File: src/rtl/ps2_host_tx.sv
// ps2_host_tx
// Host-to-device PS/2 transmitter. Sends one command byte to the attached
// device and checks the device ACK. The PS/2 lines are open-drain, so the
// block only produces drive-low enables; the top level turns each enable
// into 1'b0 / 1'bz on the shared inout.
//
// Bit sequencing: the device's first falling edge after the host releases
// the clock is the cue to present D0. Falls 1..10 present D0..D7, parity and
// stop (stop=1 releases data). The 11th fall is the device ACK slot.
module ps2_host_tx #(
    parameter int INHIBIT_CYCLES = 12000,
    parameter int START_TIMEOUT  = 1500000,
    parameter int FRAME_TIMEOUT  = 200000,
    parameter int FILTER_LEN     = 8
) (
    input  logic       clock,
    input  logic       reset,
    input  logic [7:0] tx_data,
    input  logic       tx_valid,
    output logic       tx_ready,
    input  logic       ps2_clk_in,
    input  logic       ps2_data_in,
    output logic       ps2_clk_oe,
    output logic       ps2_data_oe,
    output logic       busy,
    output logic       tx_done,
    output logic       tx_error
);

    localparam int REQ_CYCLES = 16;
    localparam int MAX_A      = (INHIBIT_CYCLES > START_TIMEOUT) ? INHIBIT_CYCLES : START_TIMEOUT;
    localparam int MAX_B      = (MAX_A > FRAME_TIMEOUT) ? MAX_A : FRAME_TIMEOUT;
    localparam int MAX_CYC    = (MAX_B > REQ_CYCLES) ? MAX_B : REQ_CYCLES;
    localparam int TMR_W      = $clog2(MAX_CYC + 1);
    localparam int FLT_W      = $clog2(FILTER_LEN + 1);

    localparam logic [TMR_W-1:0] INH_LAST   = TMR_W'(INHIBIT_CYCLES - 1);
    localparam logic [TMR_W-1:0] REQ_LAST   = TMR_W'(REQ_CYCLES - 1);
    localparam logic [TMR_W-1:0] START_LAST = TMR_W'(START_TIMEOUT - 1);
    localparam logic [TMR_W-1:0] FRAME_LAST = TMR_W'(FRAME_TIMEOUT - 1);
    localparam logic [TMR_W-1:0] TMR_MAX    = {TMR_W{1'b1}};
    localparam logic [FLT_W-1:0] FLT_LAST   = FLT_W'(FILTER_LEN - 1);

    typedef enum logic [3:0] {
        ST_IDLE      = 4'd0,
        ST_INHIBIT   = 4'd1,
        ST_REQ       = 4'd2,
        ST_RELEASE   = 4'd3,
        ST_SEND      = 4'd4,
        ST_ACK       = 4'd5,
        ST_WAIT_IDLE = 4'd6,
        ST_DONE      = 4'd7,
        ST_ERR       = 4'd8
    } state_t;

    // Odd parity: the result makes the total number of ones in data+parity odd.
    function automatic logic odd_parity(input logic [7:0] d);
        return ~(^d);
    endfunction

    logic             clk_meta_r;
    logic             clk_sync_r;
    logic             data_meta_r;
    logic             data_sync_r;
    logic [FLT_W-1:0] flt_cnt_r;
    logic             filt_clk_r;
    logic             filt_prev_r;
    logic             fall_s;

    state_t           state_r;
    state_t           next_state_s;
    logic [TMR_W-1:0] tmr_r;
    logic             reload_s;
    logic             tmr_clear_s;
    logic [3:0]       bit_cnt_r;
    logic [3:0]       bit_cnt_nx_s;
    logic [9:0]       sh_r;
    logic             accept_s;
    logic             data_oe_nx_s;

    logic             tx_ready_r;
    logic             busy_r;
    logic             clk_oe_r;
    logic             data_oe_r;
    logic             tx_done_r;
    logic             tx_error_r;

    assign fall_s      = filt_prev_r & ~filt_clk_r;
    assign accept_s    = tx_valid & tx_ready_r;
    assign tmr_clear_s = reload_s | (next_state_s != state_r);

    assign tx_ready    = tx_ready_r;
    assign busy        = busy_r;
    assign ps2_clk_oe  = clk_oe_r;
    assign ps2_data_oe = data_oe_r;
    assign tx_done     = tx_done_r;
    assign tx_error    = tx_error_r;

    // Two-flop synchronizers for both raw line levels (idle level is high).
    always_ff @(posedge clock or negedge reset) begin
        if (!reset) begin
            clk_meta_r  <= 1'b1;
            clk_sync_r  <= 1'b1;
            data_meta_r <= 1'b1;
            data_sync_r <= 1'b1;
        end else begin
            clk_meta_r  <= ps2_clk_in;
            clk_sync_r  <= clk_meta_r;
            data_meta_r <= ps2_data_in;
            data_sync_r <= data_meta_r;
        end
    end

    // Clock deglitch: filt_clk follows the synced level only after it has differed for FILTER_LEN cycles.
    always_ff @(posedge clock or negedge reset) begin
        if (!reset) begin
            flt_cnt_r   <= {FLT_W{1'b0}};
            filt_clk_r  <= 1'b1;
            filt_prev_r <= 1'b1;
        end else begin
            filt_prev_r <= filt_clk_r;
            if (clk_sync_r == filt_clk_r) begin
                flt_cnt_r <= {FLT_W{1'b0}};
            end else if (flt_cnt_r == FLT_LAST) begin
                filt_clk_r <= clk_sync_r;
                flt_cnt_r  <= {FLT_W{1'b0}};
            end else begin
                flt_cnt_r <= flt_cnt_r + {{(FLT_W-1){1'b0}}, 1'b1};
            end
        end
    end

    // Next-state, bit sequencing and next data-line enable. A fall always wins over a timeout.
    always_comb begin
        next_state_s = state_r;
        reload_s     = 1'b0;
        data_oe_nx_s = data_oe_r;
        bit_cnt_nx_s = bit_cnt_r;
        case (state_r)
            ST_IDLE: begin
                data_oe_nx_s = 1'b0;
                if (accept_s) begin
                    next_state_s = ST_INHIBIT;
                    bit_cnt_nx_s = 4'd0;
                end else begin
                    next_state_s = ST_IDLE;
                end
            end
            ST_INHIBIT: begin
                if (tmr_r == INH_LAST) begin
                    next_state_s = ST_REQ;
                    data_oe_nx_s = 1'b1;
                end else begin
                    next_state_s = ST_INHIBIT;
                    data_oe_nx_s = 1'b0;
                end
            end
            ST_REQ: begin
                data_oe_nx_s = 1'b1;
                if (tmr_r == REQ_LAST) begin
                    next_state_s = ST_RELEASE;
                end else begin
                    next_state_s = ST_REQ;
                end
            end
            ST_RELEASE: begin
                if (fall_s) begin
                    next_state_s = ST_SEND;
                    data_oe_nx_s = ~sh_r[0];
                    bit_cnt_nx_s = 4'd1;
                end else if (tmr_r == START_LAST) begin
                    next_state_s = ST_ERR;
                    data_oe_nx_s = 1'b0;
                end else begin
                    next_state_s = ST_RELEASE;
                    data_oe_nx_s = 1'b1;
                end
            end
            ST_SEND: begin
                if (fall_s) begin
                    reload_s     = 1'b1;
                    data_oe_nx_s = ~sh_r[bit_cnt_r];
                    bit_cnt_nx_s = bit_cnt_r + 4'd1;
                    if (bit_cnt_r == 4'd9) begin
                        next_state_s = ST_ACK;
                    end else begin
                        next_state_s = ST_SEND;
                    end
                end else if (tmr_r == FRAME_LAST) begin
                    next_state_s = ST_ERR;
                    data_oe_nx_s = 1'b0;
                end else begin
                    next_state_s = ST_SEND;
                end
            end
            ST_ACK: begin
                data_oe_nx_s = 1'b0;
                if (fall_s) begin
                    reload_s = 1'b1;
                    if (!data_sync_r) begin
                        next_state_s = ST_WAIT_IDLE;
                    end else begin
                        next_state_s = ST_ERR;
                    end
                end else if (tmr_r == FRAME_LAST) begin
                    next_state_s = ST_ERR;
                end else begin
                    next_state_s = ST_ACK;
                end
            end
            ST_WAIT_IDLE: begin
                data_oe_nx_s = 1'b0;
                if (filt_clk_r && data_sync_r) begin
                    next_state_s = ST_DONE;
                end else if (fall_s) begin
                    reload_s     = 1'b1;
                    next_state_s = ST_WAIT_IDLE;
                end else if (tmr_r == FRAME_LAST) begin
                    next_state_s = ST_ERR;
                end else begin
                    next_state_s = ST_WAIT_IDLE;
                end
            end
            ST_DONE: begin
                data_oe_nx_s = 1'b0;
                next_state_s = ST_IDLE;
            end
            ST_ERR: begin
                data_oe_nx_s = 1'b0;
                next_state_s = ST_IDLE;
            end
            default: begin
                data_oe_nx_s = 1'b0;
                next_state_s = ST_IDLE;
            end
        endcase
    end

    // State register.
    always_ff @(posedge clock or negedge reset) begin
        if (!reset) begin
            state_r <= ST_IDLE;
        end else begin
            state_r <= next_state_s;
        end
    end

    // Shared phase/watchdog timer: cleared on state change or device clock fall, saturates at max.
    always_ff @(posedge clock or negedge reset) begin
        if (!reset) begin
            tmr_r <= {TMR_W{1'b0}};
        end else if (tmr_clear_s) begin
            tmr_r <= {TMR_W{1'b0}};
        end else if (tmr_r != TMR_MAX) begin
            tmr_r <= tmr_r + {{(TMR_W-1){1'b0}}, 1'b1};
        end else begin
            tmr_r <= tmr_r;
        end
    end

    // Frame shift register {stop, parity, data} latched on acceptance, plus the bit counter.
    always_ff @(posedge clock or negedge reset) begin
        if (!reset) begin
            sh_r      <= 10'h3FF;
            bit_cnt_r <= 4'd0;
        end else begin
            bit_cnt_r <= bit_cnt_nx_s;
            if (accept_s) begin
                sh_r <= {1'b1, odd_parity(tx_data), tx_data};
            end else begin
                sh_r <= sh_r;
            end
        end
    end

    // Registered outputs decoded from the next state so they line up with state_r.
    always_ff @(posedge clock or negedge reset) begin
        if (!reset) begin
            tx_ready_r <= 1'b1;
            busy_r     <= 1'b0;
            clk_oe_r   <= 1'b0;
            data_oe_r  <= 1'b0;
            tx_done_r  <= 1'b0;
            tx_error_r <= 1'b0;
        end else begin
            tx_ready_r <= (next_state_s == ST_IDLE);
            busy_r     <= (next_state_s != ST_IDLE);
            clk_oe_r   <= (next_state_s == ST_INHIBIT) || (next_state_s == ST_REQ);
            data_oe_r  <= data_oe_nx_s;
            tx_done_r  <= (next_state_s == ST_DONE);
            tx_error_r <= (next_state_s == ST_ERR);
        end
    end

endmodule
File: config.mk
export PLATFORM = sky130hd
export DESIGN_NAME = ps2_host_tx
export DESIGN_NICKNAME = d
export VERILOG_FILES = /design/src/rtl/ps2_host_tx.sv
export SDC_FILE = /design/constraint.sdc
export NUM_CORES = 1
export LEC_CHECK = 0
export BUFFER_PORTS_ARGS = -buffer_cell sky130_fd_sc_hd__buf_2
export CAP_MARGIN = 20
export CORE_ASPECT_RATIO = 1.2
export CORE_MARGIN = 5
export CORE_UTILIZATION = 37
export CTS_CLUSTER_DIAMETER = 60
export DETAILED_ROUTE_END_ITERATION = 16
export GPL_TIMING_DRIVEN = 0
export PLACE_DENSITY = 0.54
export SYNTH_ARGS = -nofsm -noshare
export SYNTH_HDL_FRONTEND = slang
export SYNTH_SLANG_ARGS = --single-unit
File: constraint.sdc
create_clock -name clock -period 2.78 [get_ports clock]
set_clock_uncertainty 0.1 [all_clocks]
set_input_delay 0.417 -clock clock [delete_from_list [all_inputs] [get_ports clock]]
set_output_delay 0.417 -clock clock [all_outputs]
set_load 0.01 [all_outputs]
## After elaboration in Yosys (flattened, before gate mapping)

Index checks and enable logic that the tools add are counted.

| storage, ports and cells | value |
|---|---|
| bits in registers | 54 |
| input port bits | 13 |
| output and inout port bits | 6 |
| word-level logic and storage cells | 97 |

| cells by class | value |
|---|---|
| add/subtract/negate cells | 3 |
| $lt $le $gt $ge | 1 |
| eq/ne operators | 23 |
| multiplexer cells | 34 |
| bitwise operators | 8 |
| reduce and logical (&&, ||, !) cells | 11 |

Operators with widths:

| kind | count |
|---|---|
| 4-bit 2-to-1 mux | 15 |
| 21-bit 2-to-1 mux | 2 |
| 4-bit case mux with 7 select lines | 1 |
| 21-bit by 1-bit adder with 21-bit output (second input constant) | 1 |
| 21-bit by 14-bit equality test with 1-bit output (second input constant) | 1 |
| 21-bit by 18-bit equality test with 1-bit output (second input constant) | 1 |
| 21-bit equality test (second input constant) | 1 |
| 21-bit by 4-bit equality test with 1-bit output (second input constant) | 1 |
| 21-bit inequality test (second input constant) | 1 |
| 4-bit by 3-bit equality test with 1-bit output (second input constant) | 5 |
| 4-bit by 2-bit equality test with 1-bit output (second input constant) | 3 |
| 4-bit case mux with 3 select lines | 1 |
| 1-bit 2-to-1 mux | 11 |
| 4-bit by 1-bit adder with 4-bit output (second input constant) | 2 |
| 4-bit by 1-bit equality test with 1-bit output (second input constant) | 2 |
| 4-bit equality test (second input constant) | 2 |
| 4-bit zero test | 2 |
| 8-bit parity | 1 |
| 2-bit inequality test (second input constant) | 3 |
| 4-bit by 5-bit < comparator with 1-bit output (second input constant) | 1 |
| 1-bit inverter | 5 |
| 1-bit binary-select mux with 4-bit select | 1 |
| 4-bit inequality test | 1 |
| 1-bit case mux with 4 select lines | 1 |
| 14 further kinds | 15 |

## Logic depth before layout (Yosys ltp)

Gate-level depths: netlist (run 1).

| logic depth | value |
|---|---|
| depth after elaboration | 8 |
| mapped depth | 9 |
| mapped depth without buffers | 7 |

## Worst setup path before layout (run 1)

Ideal clock, no wire load.

| timing path | value |
|---|---|
| path type | flip-flop to flip-flop |
| from | register tmr_r[0] |
| to | register tmr_r[1] |
| setup time | 73 ps |
| data arrival time | 2342 ps |
| required time | 2607 ps |
| path slack | 265 ps |
| cell stages (with the launch flop) | 9 |
| buffers on the path | 1 |
| clock period less this slack | 2515 ps |
| path through | dfrtp_1 ha_1 nand3_1 or2_1 or4_1 and3_4 a311o_1 buf_6 a21oi_2 |

| between the ends | value |
|---|---|
| longest elaborated chain between the ends | 8 |
| elaborated cells between the ends (all ways) | 23 |
| classes of those cells | add/sub: 1; eq/ne: 6; mux: 14; bitwise: 1; reduce/logical: 1 |

Ends and longest elaborated chain:

| item | RTL line | source |
|---|---|---|
| from (decl) | 72 | `logic [TMR_W-1:0] tmr_r;` |
| from (signal assigned) | 251 | `tmr_r <= {TMR_W{1'b0}};` |
| from (signal assigned) | 253 | `tmr_r <= {TMR_W{1'b0}};` |
| from (signal assigned) | 255 | `tmr_r <= tmr_r + {{(TMR_W-1){1'b0}}, 1'b1};` |
| 21-bit by 18-bit equality test with 1-bit output | 189, 205, 218 |  |
| 4-bit 2-to-1 mux | 218 | `end else if (tmr_r == FRAME_LAST) begin` |
| 4-bit 2-to-1 mux | 215 | `end else if (fall_s) begin` |
| 4-bit 2-to-1 mux | 213 | `if (filt_clk_r && data_sync_r) begin` |
| 4-bit case mux with 7 select lines | 139 | `case (state_r)` |
| 4-bit inequality test | 90 | `assign tmr_clear_s = reload_s \| (next_state_s != state_r);` |
| 1-bit OR | 90 |  |
| 21-bit 2-to-1 mux or 2-bit nonzero test (tied branches) | -- |  |

Parallel ways exist; a longest one is shown, timed or not. The select of a mux whose other input is x is not followed.
A chain may end at the register's enable or synchronous reset.

## Final worst setup path (run 1)

| timing path | value |
|---|---|
| from | register tmr_r[20] |
| to | register tmr_r[14] |

The elaborated chain is that of the path after synthesis.

==> results.md, run 1 <==
- The flow ran to the end, and the final reports show no timing, DRC or antenna violations.
- The horizontal die dimension is 91.41 um.
- The longest clock path from root to sink contains 2 buffers.
- The number of distinct library cells after synthesis is 53.
- For this run, the share of the core covered by cells in the final layout is 42.92%.
- The H-tree was split into 2 levels.
- The commonest cells after synthesis are dfrtp_1 (38), nand2_1 (22), nor2_1 (19), nor2_2 (19), xnor2_1 (19).
- The biggest cell delay along the critical path is 0.51 ns.
- In this run, post-CTS hold repair placed 0 buffers.
- The clock slew seen by the registers of the worst setup and hold paths is 0.10 ns.
- The fraction of post-synthesis cell area in the top cell type by area is 32.31%.
- The die covers 9844 um2.
- Dividing total power by cell area gives a power density of 467.8 nW/um2.
- After synthesis the cells add up to 2943 um2.
- The number of pins with negative max-slew slack in the final report was 0.
- The count of endpoints failing hold in the final timing report came to 0.
- Setup repair after global routing left no endpoint under its margin.
- The endpoint identified for the worst register-to-register timing path is tmr_r[14]$_DFFE_PN0P_.
- The number of nets handed over by synthesis was 310.
- The average detailed-routed wire length per instance is 15.34 um.
- The cell count after synthesis came out at 293.
- The proportion of layout cells with a drive suffix above 1 is 27.50%.
- For the worst-skew pair, the clock arrives at the later sink with an insertion delay of 0.31 ns.
- The first detailed-routing pass ran for 4 iterations.
- STA classifies the critical path startpoint as a flop.
- The category of the critical setup timing path is flop to flop.
- TritonCTS built the clock tree.
- Overall power consumption after layout is estimated at 1.548 mW.
- Based on the critical path, the design can be clocked at up to 372.4 MHz.
- The flop and latch count out of synthesis is 54.
- The detail route stage leaves a number of antenna-violating nets equal to 0.
- The ratio of routed vias to standard cells is 5.391.
- The global routing usage on met2 is 23.75%.
- The minimum period implied by the final worst setup slack is 2.686 ns.
- The routed layout has 2221 vias.
- The post-synthesis sequential area ratio is 46.60%.
- The leakage dissipation is 1.333 nW.
- The total detailed-routing wirelength is 6319 um.
- The final weighted congestion in routability-driven placement is 0.8180.
- The post-synthesis to final-layout area growth is 12.41%.
- The synthesized design contains 0 enable-type register cells.
- The area of the placeable core is 7707 um2.
- The async set-reset flop share out of synthesis is 100.0%.
- The number of remaining DRC errors is 0.
- The worst register-to-register path has a depth of 7.
- After legalization and detailed placement, the total HPWL measured 4716 um.
- The number of antenna violations at the first check in global routing is 0.
- The largest net degree at the start of global routing is 30.
- The most heavily used metal layer in global routing is met2.
- The most frequently used flop master after synthesis is dfrtp_1.
- Global routing finished with a remaining overflow of 0.
- For flop-to-flop paths, the worst setup slack is 0.09 ns.
- The DRC violation total after the first TritonRoute iteration is 94.
- Across the run, the number of max-cap violations was 0.
- After synthesis, the mean cell area works out to 10.04 um2.
- The total negative slack for setup checks is 0 ns.
- The cell sitting at the root of the clock tree is a clkbuf_8.
- Row generation in the floorplan step produced 35 rows.
- The antenna diode count is 0.
- Data on the critical path is required at its endpoint by 2.93 ns.
- The met1 demand-to-capacity share in global routing is 16.48%.
- The wire length of the first global-routing pass is 10860 um.
- The number of input and output port buffers inserted is 18.
- In the global route stage, met3 resource usage came out at 2.448%.
- The floorplan step set the die height to 107.7 um.
- The number of clock buffers added by TritonCTS is 5.
- The endpoint arrival time on the critical path is 2.83 ns.
- The normalized max-slew margin is 50.90%.
- The maximum resistive drop on vdd is 204.6 uV.
- The number of nets in the layout is 336.
- The tree built by TritonCTS fans out to 54 sinks.
- Traced cell by cell, the critical path runs through or2_1 > or4_1 > or4_4 > and3_4 > a311o_1 > buf_6 > nor2_2.
- STA classifies the critical path endpoint as a flop.
- The count of fill cells added during filler insertion is 778.
- The final clock period utilization by the worst path is 96.60%.
- The largest driver fanout on the critical path is 10.
- The library cell with the highest instance count after synthesis is dfrtp_1.
- 19 I/O pins were placed.
- Sorting the synthesized cells by area gives the leading types as dfrtp_1 (32%), dfstp_2 (14%), xnor2_1 (5.7%).
- The global routing usage summed across all routing layers is 13.40%.
- The path class of the tightest hold or removal check is input port to asynchronous set/reset pin.
- The worst register-to-register path begins at tmr_r[20]$_DFFE_PN0P_.
- The synthesized design spends more area on one cell type than any other, namely dfrtp_1.
- The transition time of the tightest slew-check pin is 0.7179 ns.
- The master of the slowest instance on the critical path is or4_4.
- The number of warning messages in the yosys log is 0.
- The initial core utilization is 38.18%.
- Setup violations remaining at the end of the flow were counted as 0.
- The number of global-route vias before repair came to 2210.
==> per-stage QoR <==
step / hold slack [ns] / cell area [um2] / setup slack (ns) / cells
floorplan: 0.02141 / 2943 / 0.2651 / 293
global placement: 0.2459 / 3148 / 0.03490 / 403
detailed placement: 0.2515 / 3168 / 0.007545 / 404
CTS: 0.02689 / 3284 / 0.06670 / 412
global route: 0.06956 / 3308 / 0.0007911 / 412
finish: 0.002286 / 3308 / 0.09446 / 412
==> worst max path at each step <==
stage / to / start
after floorplan: tmr_r[1]$_DFFE_PN0P_ / tmr_r[0]$_DFFE_PN0P_
after global placement: tmr_r[19]$_DFFE_PN0P_ / tmr_r[0]$_DFFE_PN0P_
after detailed placement: tmr_r[2]$_DFFE_PN0P_ / tmr_r[0]$_DFFE_PN0P_
after CTS: tmr_r[2]$_DFFE_PN0P_ / tmr_r[20]$_DFFE_PN0P_
after global routing: tmr_r[10]$_DFFE_PN0P_ / tmr_r[20]$_DFFE_PN0P_
final: tmr_r[14]$_DFFE_PN0P_ / tmr_r[20]$_DFFE_PN0P_
==> layout make-up <==
class | instances | area [um2] | share of cell area, %
Timing Repair Buffer | 20 | 117.6 | 3.555
Buffer | 11 | 57.56 | 1.740
Inverter | 3 | 11.26 | 0.3404
Sequential cell | 54 | 1371 | 41.45
Multi-Input combinational cell | 224 | 1524 | 46.07
Clock inverter | 2 | 38.79 | 1.172
Clock buffer | 6 | 72.57 | 2.194
Tap cell | 92 | 115.1 | 3.480
==> power by group <==
group	leakage [nW]	total (mW)	internal [mW]	switching, mW
clock	0.0554	0.540	0.271	0.269
combinational	0.624	0.151	0.0610	0.0899
sequential	0.654	0.857	0.829	0.0277
total	1.33	1.55	1.16	0.386
==> repair_timing <==
action | CTS | global route
resized for setup | 1 | 4
endpoints found under the setup margin | 14 | 22
setup buffers | 0 | 1
==> per-layer routing <==
layer,share of wire [%],vias up,wire length (um)
met3,2.6,7,162
met4,1.2,0,77
met5,0,-,0
met1,44,1091,2793
li1,-,1094,-
met2,52,29,3286
==> placed cells by master, fill, tap and decap left out, types with 3 or more instances in the layout <==
| cell | n |
|---|---|
| nand2_1 | 22 |
| dfrtp_1 | 38 |
| or4_1 | 4 |
| a31oi_1 | 3 |
| nor2_1 | 19 |
| buf_2 | 19 |
| xor2_1 | 9 |
| a21o_1 | 3 |
| ha_1 | 3 |
| xnor2_1 | 19 |
| or2_2 | 4 |
| nor2b_1 | 4 |
| o31ai_1 | 3 |
| nand4_1 | 11 |
| nand3_1 | 7 |
| a21oi_1 | 6 |
| nand2b_1 | 6 |
| dfstp_2 | 16 |
| mux2_2 | 10 |
| nor2_2 | 19 |
| inv_1 | 3 |
| o21ai_0 | 14 |
| clkbuf_1 | 9 |
| nor3_1 | 15 |
| nor4_1 | 6 |
| clkbuf_8 | 5 |
==> cell families (layout without fill, tap and decap cells) <==
kind of cell	count (synthesis)	in the layout	synth area share, %
flip-flops	54	54	46.60
buffers and inverters	15	42	2.466
AND/OR/NAND/NOR	135	135	25.34
multiplexers	14	14	6.037
adder cells (fa/ha/maj)	4	4	1.701
AO/OA/AOI/OAI	43	43	9.525
XOR/XNOR	28	28	8.333
==> critical path, delay by kind of cell, from the launching register on <==
kind	cells	cell delay (ns)
AND/OR/NAND/NOR	5	1.49
flip-flops	1	0.44
AO/OA/AOI/OAI	1	0.41
buffers and inverters	1	0.18
==> sequential cells by signal (all words and copies together) (netlist names), 4 cells and up <==
name       flops
tmr_r         21
sh_r           9
flt_cnt_r      4
state_r        4
bit_cnt_r      4
Power figures use the tool's default switching activity.
==> inputs of run 2 (changes only) <==
--- a/config.mk
+++ b/config.mk
@@ -5,12 +5,12 @@
 export SDC_FILE = /design/constraint.sdc
 export NUM_CORES = 1
 export LEC_CHECK = 0
+export ABC_AREA = 1
 export BUFFER_PORTS_ARGS = -buffer_cell sky130_fd_sc_hd__buf_2
 export CAP_MARGIN = 20
 export CORE_ASPECT_RATIO = 1.2
 export CORE_MARGIN = 5
 export CORE_UTILIZATION = 37
-export CTS_CLUSTER_DIAMETER = 60
 export DETAILED_ROUTE_END_ITERATION = 16
 export GPL_TIMING_DRIVEN = 0
 export PLACE_DENSITY = 0.54
==> results.md, run 2 <==
- The run finished, with violations left.
- The final reports fail on hold timing.
- The async set-reset flop share out of synthesis was 100.0% (unchanged).
- The total design power is 1.441 mW (-6.9%).
- The number of endpoints failing setup at the final stage is 0 (unchanged).
- The required time at the worst-slack endpoint is 2.87 ns (-0.06 ns).
- The element type at the critical path end is a flop.
- The post-CTS resize count is 0 (-1).
- The clock insertion delay at the later pin of the skew report is 0.31 ns (about the same).
- The register-to-register setup slack is 0.49 ns (+0.40 ns).
- The count of fill cells added during filler insertion is 907 (+17%).
- The area of the placeable core came to 8611 um2 (+12%).
- The vias after detailed routing is 2652 (+19%).
- The placed wire-length estimate after detailed placement is 5621 um (+19%).
- Leaving out fill and tap cells, the most frequent cell in the layout is nor2_1.
- The number of antenna violations at the first check in global routing is 0 (unchanged).
- The leakage dissipation came to 1.682 nW (+26%).
- The area occupied by multi-input gates is 1644 um2 (+7.9%).
- In this run the clock root is driven by a clkbuf_8.
- Compared with the post-synthesis result, the final layout area differs by 10.50%.
- The number of distinct library cells after synthesis was 37 (-30%).
- The end-of-flow core utilization is 42.07% (-0.86 points).
- The largest individual stage delay along the critical path comes from the cell dfrtp_1.
- STA classifies the critical path startpoint as a flop.
- The flip-flop count of the largest register, all copies and words added is 21 (unchanged).
- The register containing the most flip-flops in the final layout is tmr_r.
- The DRC violation total after the first TritonRoute iteration was 91 (-3.2%).
- In the layout the commonest cells are nor2_1 (65), nand2_1 (60), inv_1 (49).
- The clock sink count is 54 (unchanged).
- The worst-case hold slack is -0.001690 ns (-0.003976 ns).
- The number of input and output port buffers inserted is 18 (unchanged).
- The number of remaining DRC errors came to 0 (unchanged).
- The standard-cell row count is 37 (+5.7%).
- The transition time of the tightest slew-check pin is 0.5844 ns (-0.1335 ns).
- Setup repair after global routing left no endpoint under its margin.
- The category of the critical setup timing path is flop to flop.
- The largest net degree at the start of global routing is 31 (+3.3%).
- The number of hold-repair buffers added at the cts stage was 0 (unchanged).
- The normalized max-slew margin is 61.04% (+10 points).
- The worst register-to-register path begins at tmr_r[0]$_DFFE_PN0P_.
- The number of pins with negative max-slew slack in the final report is 0 (unchanged).
- The total negative slack for setup checks was 0 ns (unchanged).
- The number of nets in the layout came to 445 (+32%).
- The number of global-route vias before repair came to 2730 (+24%).
- The count of maximum capacitance violations came to 0 (unchanged).
- The initial core utilization is 38.07% (-0.11 points).
- The maximum count of clock buffers along a single path is 2 (unchanged).
- The count of endpoints failing hold in the final timing report is 3 (+3).
- The maximum resistive drop on vdd was 155.7 uV (-24%).
- The average cell area after synthesis is 8.155 um2 (-19%).
- The count of mapped cells out of synthesis is 402 (+37%).
- The endpoint arrival time on the critical path is 2.38 ns (-0.45 ns).
- The total power density per cell area was 397.8 nW/um2 (-15%).
- Traced cell by cell, the critical path runs through ha_1 > nand3_4 > nor2_4 > nand3_2 > nand3_1 > nand4_2 > nand3_4 > buf_12 > nor2_4.
- The first-pass iteration count of the detailed router is 4 (unchanged).
- The count of pins on the block boundary came to 19 (unchanged).
- The final weighted congestion in routability-driven placement came to 0.9078 (+11%).
- The vertical die dimension came to 113.1 um (+5.0%).
- The area of the mapped netlist was 3278 um2 (+11%).
- The fmax is 436.9 MHz (+17%).
- The largest registers in the layout are tmr_r: 21 flops, sh_r: 9 flops.
- The number of buffers added by the clock tree synthesis step was 5 (unchanged).
- The post-synthesis sequential area ratio is 41.83% (-4.8 points).
- The number of antenna-violating nets in the routed design is 0 (unchanged).
- The worst-case reg-to-reg path depth is 9 (+2).
- The wire length of the first global-routing pass is 12500 um (+15%).
- The library cell with the highest instance count after synthesis is nor2_1.
- The die outline area came to 10850 um2 (+10%).
- The endpoint identified for the worst register-to-register timing path is tmr_r[5]$_DFFE_PN0P_.
- The horizontal die dimension is 95.93 um (+4.9%).
- By area the synthesized netlist is led by dfrtp_1 (29%), dfstp_2 (13%), nor2_1 (7.4%).
- After synthesis, the most frequently instantiated cells are nor2_1 (65), nand2_1 (60), inv_1 (49).
- TritonCTS built the clock tree.
- The biggest cell delay along the critical path is 0.46 ns (-0.05 ns).
- The final clock period utilization by the worst path is 82.33% (-14 points).
- The clock slew seen by the registers of the worst setup and hold paths is 0.10 ns (about the same).
- The flop and latch count out of synthesis is 54 (unchanged).
- The average detailed-routed wire length per instance is 13.08 um (-15%).
- The ratio of routed vias to standard cells is 4.857 (-9.9%).
- The antenna diode count came to 0 (unchanged).
- The total detailed-routing wirelength is 7141 um (+13%).
- The net count after synthesis is 419 (+35%).
- The largest driver fanout on the critical path was 10 (unchanged).
- The flip-flop and latch area is 1371 um2 (unchanged).
- The minimum period implied by the final worst setup slack is 2.289 ns (-0.3967 ns).
- The residual overflow from global routing came to 0 (unchanged).
- The global routing usage summed across all routing layers is 14.37% (+0.96 points).
- The number of warning messages in the yosys log is 0 (unchanged).
- The proportion of layout cells with a drive suffix above 1 is 21.91% (-5.6 points).
- The fraction of post-synthesis cell area in the top cell type by area is 29.01% (-3.3 points).
- The tightest min-delay check is of the input port to asynchronous set/reset pin type.
- For this run, the leading register cell type out of synthesis is dfrtp_1.
- The count of H-tree levels built during CTS is 2 (unchanged).
- The largest total area in the synthesized netlist belongs to dfrtp_1.
- The post-CTS repair timing setup buffer count is 0 (unchanged).
- The number of enable flip-flop cells after synthesis is 0 (unchanged).
-- run 2: cell types whose count changed in the layout (fill, tap and decap cells not counted), moves of 9 or more --
cell | before | now
nand3_1 | 7 | 35
nor2_4 | 0 | 10
xnor2_1 | 19 | 10
nand2_1 | 22 | 60
inv_1 | 3 | 49
nor2_1 | 19 | 65
-- run 2: kinds of logic after synthesis --
group,Yosys count,share of synthesized area [%]
buffers and inverters,62,8.015
flip-flops,54,41.83
XOR/XNOR,22,5.878
adder cells (fa/ha/maj),4,1.527
AO/OA/AOI/OAI,32,5.840
multiplexers,5,1.717
AND/OR/NAND/NOR,223,35.19
-- run 2: worst max path at each step --
stage | start | to | cells past startpoint
after floorplan | tmr_r[0]$_DFFE_PN0P_ | tmr_r[2]$_DFFE_PN0P_ | 9
after CTS | tmr_r[0]$_DFFE_PN0P_ | tmr_r[2]$_DFFE_PN0P_ | 9
after global placement | tmr_r[0]$_DFFE_PN0P_ | tmr_r[2]$_DFFE_PN0P_ | 11
final | tmr_r[0]$_DFFE_PN0P_ | tmr_r[5]$_DFFE_PN0P_ | 9
after global routing | tmr_r[0]$_DFFE_PN0P_ | tmr_r[3]$_DFFE_PN0P_ | 11
after detailed placement | tmr_r[0]$_DFFE_PN0P_ | tmr_r[2]$_DFFE_PN0P_ | 9
-- run 2: layout make-up --
class | instances | share of cell area, %
tap | 117 | 4.041
sequential | 54 | 37.86
multi-input combinational | 286 | 45.39
timing repair buffer | 19 | 3.040
inverter | 56 | 5.838
clock buffer | 6 | 2.003
clock inverter | 2 | 0.4145
buffer | 6 | 1.416
-- run 2: layer usage --
| metal | track usage, % | vias to the layer above | wire [um] |
|---|---|---|---|
| li1 | - | 1352 | - |
| met3 | 2.327 | 14 | 220 |
| met2 | 25.23 | 43 | 3616 |
| met1 | 17.56 | 1243 | 3149 |
| met5 | 0 | - | 0 |
| met4 | 4.839 | 0 | 155 |
-- run 2: worst max-delay path: cells and delay by family (launching register included) --
family                   cells  cell delay (ns)
buffers and inverters        1             0.19
AND/OR/NAND/NOR              7             1.15
flip-flops                   1             0.46
adder cells (fa/ha/maj)      1             0.26
-- run 2: power breakdown --
group	leakage, nW	total, mW	switching (mW)	internal (mW)
sequential	0.655	0.859	0.0296	0.829
combinational	0.990	0.146	0.0901	0.0557
clock	0.0374	0.436	0.258	0.178
-- run 2: through the flow --
stage	worst slack, ns	cells	area [um2]
after detailed placement	0.4836	538	3535
after global placement	0.4810	537	3515
after floorplan	0.8695	402	3278
after CTS	0.4629	546	3622
after global routing	0.2320	546	3622
final	0.4911	546	3622
==> inputs of run 3 (changes only) <==
==> constraint.sdc (replaced) <==
create_clock -name clock -period 2.2 [get_ports clock]
set_clock_uncertainty 0.1 [all_clocks]
set_input_delay 0.33 -clock clock [delete_from_list [all_inputs] [get_ports clock]]
set_output_delay 0.33 -clock clock [all_outputs]
set_load 0.01 [all_outputs]
==> results.md, run 3 (synthesis gave the netlist of run 2 again) <==
- The number of antenna violations at the first check in global routing is 0 (unchanged).
- The fraction of power spent switching nets was 26.23% (about the same).
- The critical path in this run is classified as flop to flop.
- The transition time of the tightest slew-check pin is 0.5942 ns (+0.009737 ns).
- The worst slack at placement is -0.09635 ns (-0.5800 ns).
- The clock insertion delay at the later pin of the skew report is 0.30 ns (about the same).
- The flow ran to the end, and the final reports show no timing, DRC or antenna violations.
- The setup slack after layout is 0.1819 ns (-0.3092 ns).
- The worst-case hold slack is 0.02806 ns (+0.02975 ns).
- The largest registers in the layout are tmr_r: 21 flops, sh_r: 9 flops.
- The portion of total power attributed to the clock network is 30.2% (about the same).
- The end-of-flow core utilization is 43.10% (+1.0 points).
- The vias after detailed routing is 2665 (+0.49%).
- The count of pins on the block boundary is 19 (unchanged).
- The area of the placeable core is 8611 um2 (unchanged).
- The number of endpoints failing setup at the final stage is 0 (unchanged).
- The clock slew seen by the registers of the worst setup and hold paths is 0.09 ns (about the same).
- The worst setup path startpoint is tmr_r[0]$_DFFE_PN0P_.
- The master of the slowest instance on the critical path is dfrtp_2.
- The maximum resistive drop on vdd is 198.2 uV (+27%).
- The ratio of routed vias to standard cells is 4.828 (-0.60%).
- The number of input and output port buffers inserted is 18 (unchanged).
- The switching power total is 0.4781 mW (+27%).
- The power share of the combinational group is 10.3% (+0.2 points).
- The count of endpoints failing hold in the final timing report is 0 (-3).
- In this run the worst setup path terminates at tmr_r[5]$_DFFE_PN0P_.
- The number of nets in the layout was 451 (+1.3%).
- The element type at the critical path end is a flop.
- The kind of cell with the highest combined delay along the critical path is simple AND/OR/NAND/NOR gates.
- The clock sink count was 54 (unchanged).
- The first-pass iteration count of the detailed router came to 4 (unchanged).
- The number of global-route vias before repair is 2740 (+0.37%).
- The proportion of layout cells with a drive suffix above 1 is 24.14% (+2.2 points).
- The wire length of the first global-routing pass came to 12580 um (+0.66%).
- TritonCTS built the clock tree.
- The total detailed-routing wirelength is 7295 um (+2.2%).
- The flip-flop and latch area is 1374 um2 (+0.18%).
- The fmax was 495.5 MHz (+13%).
- The number of pins with negative max-slew slack in the final report is 0 (unchanged).
- The global routing usage summed across all routing layers is 14.46% (+0.096 points).
- Setup repair after global routing left no endpoint under its margin.
- The vertical die dimension is 113.1 um (unchanged).
- The required time at the worst-slack endpoint came to 2.29 ns (-0.58 ns).
- The type of origin of the critical path is a flop.
- Walking the worst path, the cells encountered are ha_2 > nand3_4 > nor2_4 > nand3_2 > nand2_1 > nand2_1 > nand3_4 > nor2_8 > nand3_4 > buf_12 > nor2_4.
- The antenna diode count is 0 (unchanged).
- The cell occurring most often along the worst timing path is nand3_4.
- The cell depth of the worst setup path is 11 (+2).
- The largest driver fanout on the critical path was 10 (unchanged).
- The standard-cell row count is 37 (unchanged).
- The number of buffers added by the clock tree synthesis step came to 5 (unchanged).
- In this run the worst hold path is classified as input port to flop.
- The DRC violation total after the first TritonRoute iteration is 88 (-3.3%).
- The share of total power in sequential cells is 59.5% (about the same).
- The number of antenna-violating nets in the routed design came to 0 (unchanged).
- The initial core utilization came to 38.07% (unchanged).
- The count of fill cells added during filler insertion is 898 (-0.99%).
- The count of H-tree levels built during CTS is 2 (unchanged).
- The total placed cells including tap cells is 538 (unchanged).
- The count of maximum capacitance violations is 0 (unchanged).
- The average detailed-routed wire length per instance came to 13.22 um (+1.0%).
- tmr_r holds more flip-flops than any other register.
- The area occupied by multi-input gates came to 1670 um2 (+1.6%).
- The placed wire-length estimate after detailed placement came to 5621 um (unchanged).
- The number of remaining DRC errors came to 0 (unchanged).
- The worst-case reg-to-reg path depth is 11 (+2).
- The clock tree root driver cell is clkbuf_8.
- Leaving out fill and tap cells, the most frequent cells in the layout are nor2_1 (63), nand2_1 (60), inv_1 (49).
- The final weighted congestion in routability-driven placement is 0.9078 (unchanged).
- The die outline area is 10850 um2 (unchanged).
- The maximum count of clock buffers along a single path was 2 (unchanged).
- The post-synthesis to final-layout area growth is 13.21%.
- The end of the worst register-to-register path is tmr_r[5]$_DFFE_PN0P_.
- The horizontal die dimension is 95.93 um (unchanged).
- The total negative slack for setup checks came to 0 ns (unchanged).
- The final clock period utilization by the worst path is 91.73% (+9.4 points).
- In this run the critical register-to-register path is launched from tmr_r[0]$_DFFE_PN0P_.
- The cell internal power dissipation is 1.345 mW (+26%).
- The endpoint arrival time on the critical path was 2.11 ns (-0.27 ns).
- The leakage dissipation is 1.717 nW (+2.1%).
- The sum of buffers and inverters on the critical path came to 1 (unchanged).
- The largest net degree at the start of global routing was 31 (unchanged).
- The flip-flop count of the largest register, all copies and words added is 21 (unchanged).
- The residual overflow from global routing is 0 (unchanged).
- The biggest cell delay along the critical path is 0.40 ns (-0.06 ns).
- The normalized max-slew margin is 60.39% (-0.65 points).
- The minimum period implied by the final worst setup slack is 2.018 ns (-0.2708 ns).
- The most common cell after layout, fill and taps aside is nor2_1.
- The post-layout instance count excluding filler cells is 552 (+1.1%).
- The register-to-register setup slack is 0.18 ns (-0.31 ns).
- The total power density per cell area is 491.2 nW/um2 (+23%).
==> run 3: cell count changes in the layout (fill, tap and decap cells not counted), sizes merged <==
cell,before,now
buf,23,28
dlygate4sd3,0,1
==> run 3: cell type report <==
class                      instances  share of cell area [%]
multi-input combinational        286                   45.01
sequential                        54                   37.02
buffer                             6                   1.382
inverter                          56                   5.698
timing repair buffer              25                   4.585
tap                              117                   3.945
clock buffer                       6                   1.955
clock inverter                     2                  0.4046
==> run 3: power groups by stage <==
stage                     Clock (mW)  Sequential [mW]  Combinational (mW)
final                          0.550             1.09               0.188
after detailed placement           0             1.10               0.188
after CTS                      0.587             1.09               0.191
after floorplan                    0             1.10               0.124
after global routing           0.621             1.09               0.217
after global placement             0             1.10               0.180
==> run 3: per-stage QoR <==
| step | cell area, um2 | total power, mW |
|---|---|---|
| 4_1_cts | 3661 | 1.864 |
| 2_1_floorplan | 3278 | 1.220 |
| 3_3_place_gp | 3515 | 1.284 |
| 6_report | 3711 | 1.823 |
| 5_1_grt | 3711 | 1.930 |
| 3_5_place_dp | 3535 | 1.293 |
==> run 3: what timing repair did <==
item / in CTS / in global routing
pin swaps: 2 / 1
gates resized for setup: 1 / 7
endpoints found under the setup margin: 10 / 22
hold buffers: 1 / 0
endpoints found under the hold margin: 18 / 0
setup buffers: 2 / 3
==> run 3: worst min-delay path by stage <==
stage,startpoint,endpoint,slack [ns],depth (start not counted)
after CTS,ps2_data_in,data_meta_r$_DFF_PN1_,0.01,1
after global routing,ps2_data_in,data_meta_r$_DFF_PN1_,0.008,1
after detailed placement,data_meta_r$_DFF_PN1_,data_sync_r$_DFF_PN1_,0.25,0
after floorplan,reset,bit_cnt_r[0]$_DFFE_PN0P_,-0.07,0
after global placement,clk_meta_r$_DFF_PN1_,clk_sync_r$_DFF_PN1_,0.25,0
final,ps2_data_in,data_meta_r$_DFF_PN1_,0.03,1
==> run 3: routing by layer <==
metal | up-vias | wire [um] | global-route usage, %
met3 | 8 | 189 | 2.194
met2 | 42 | 3770 | 25.42
li1 | 1362 | - | -
met4 | 0 | 120 | 4.744
met5 | - | 0 | 0
met1 | 1253 | 3215 | 17.81
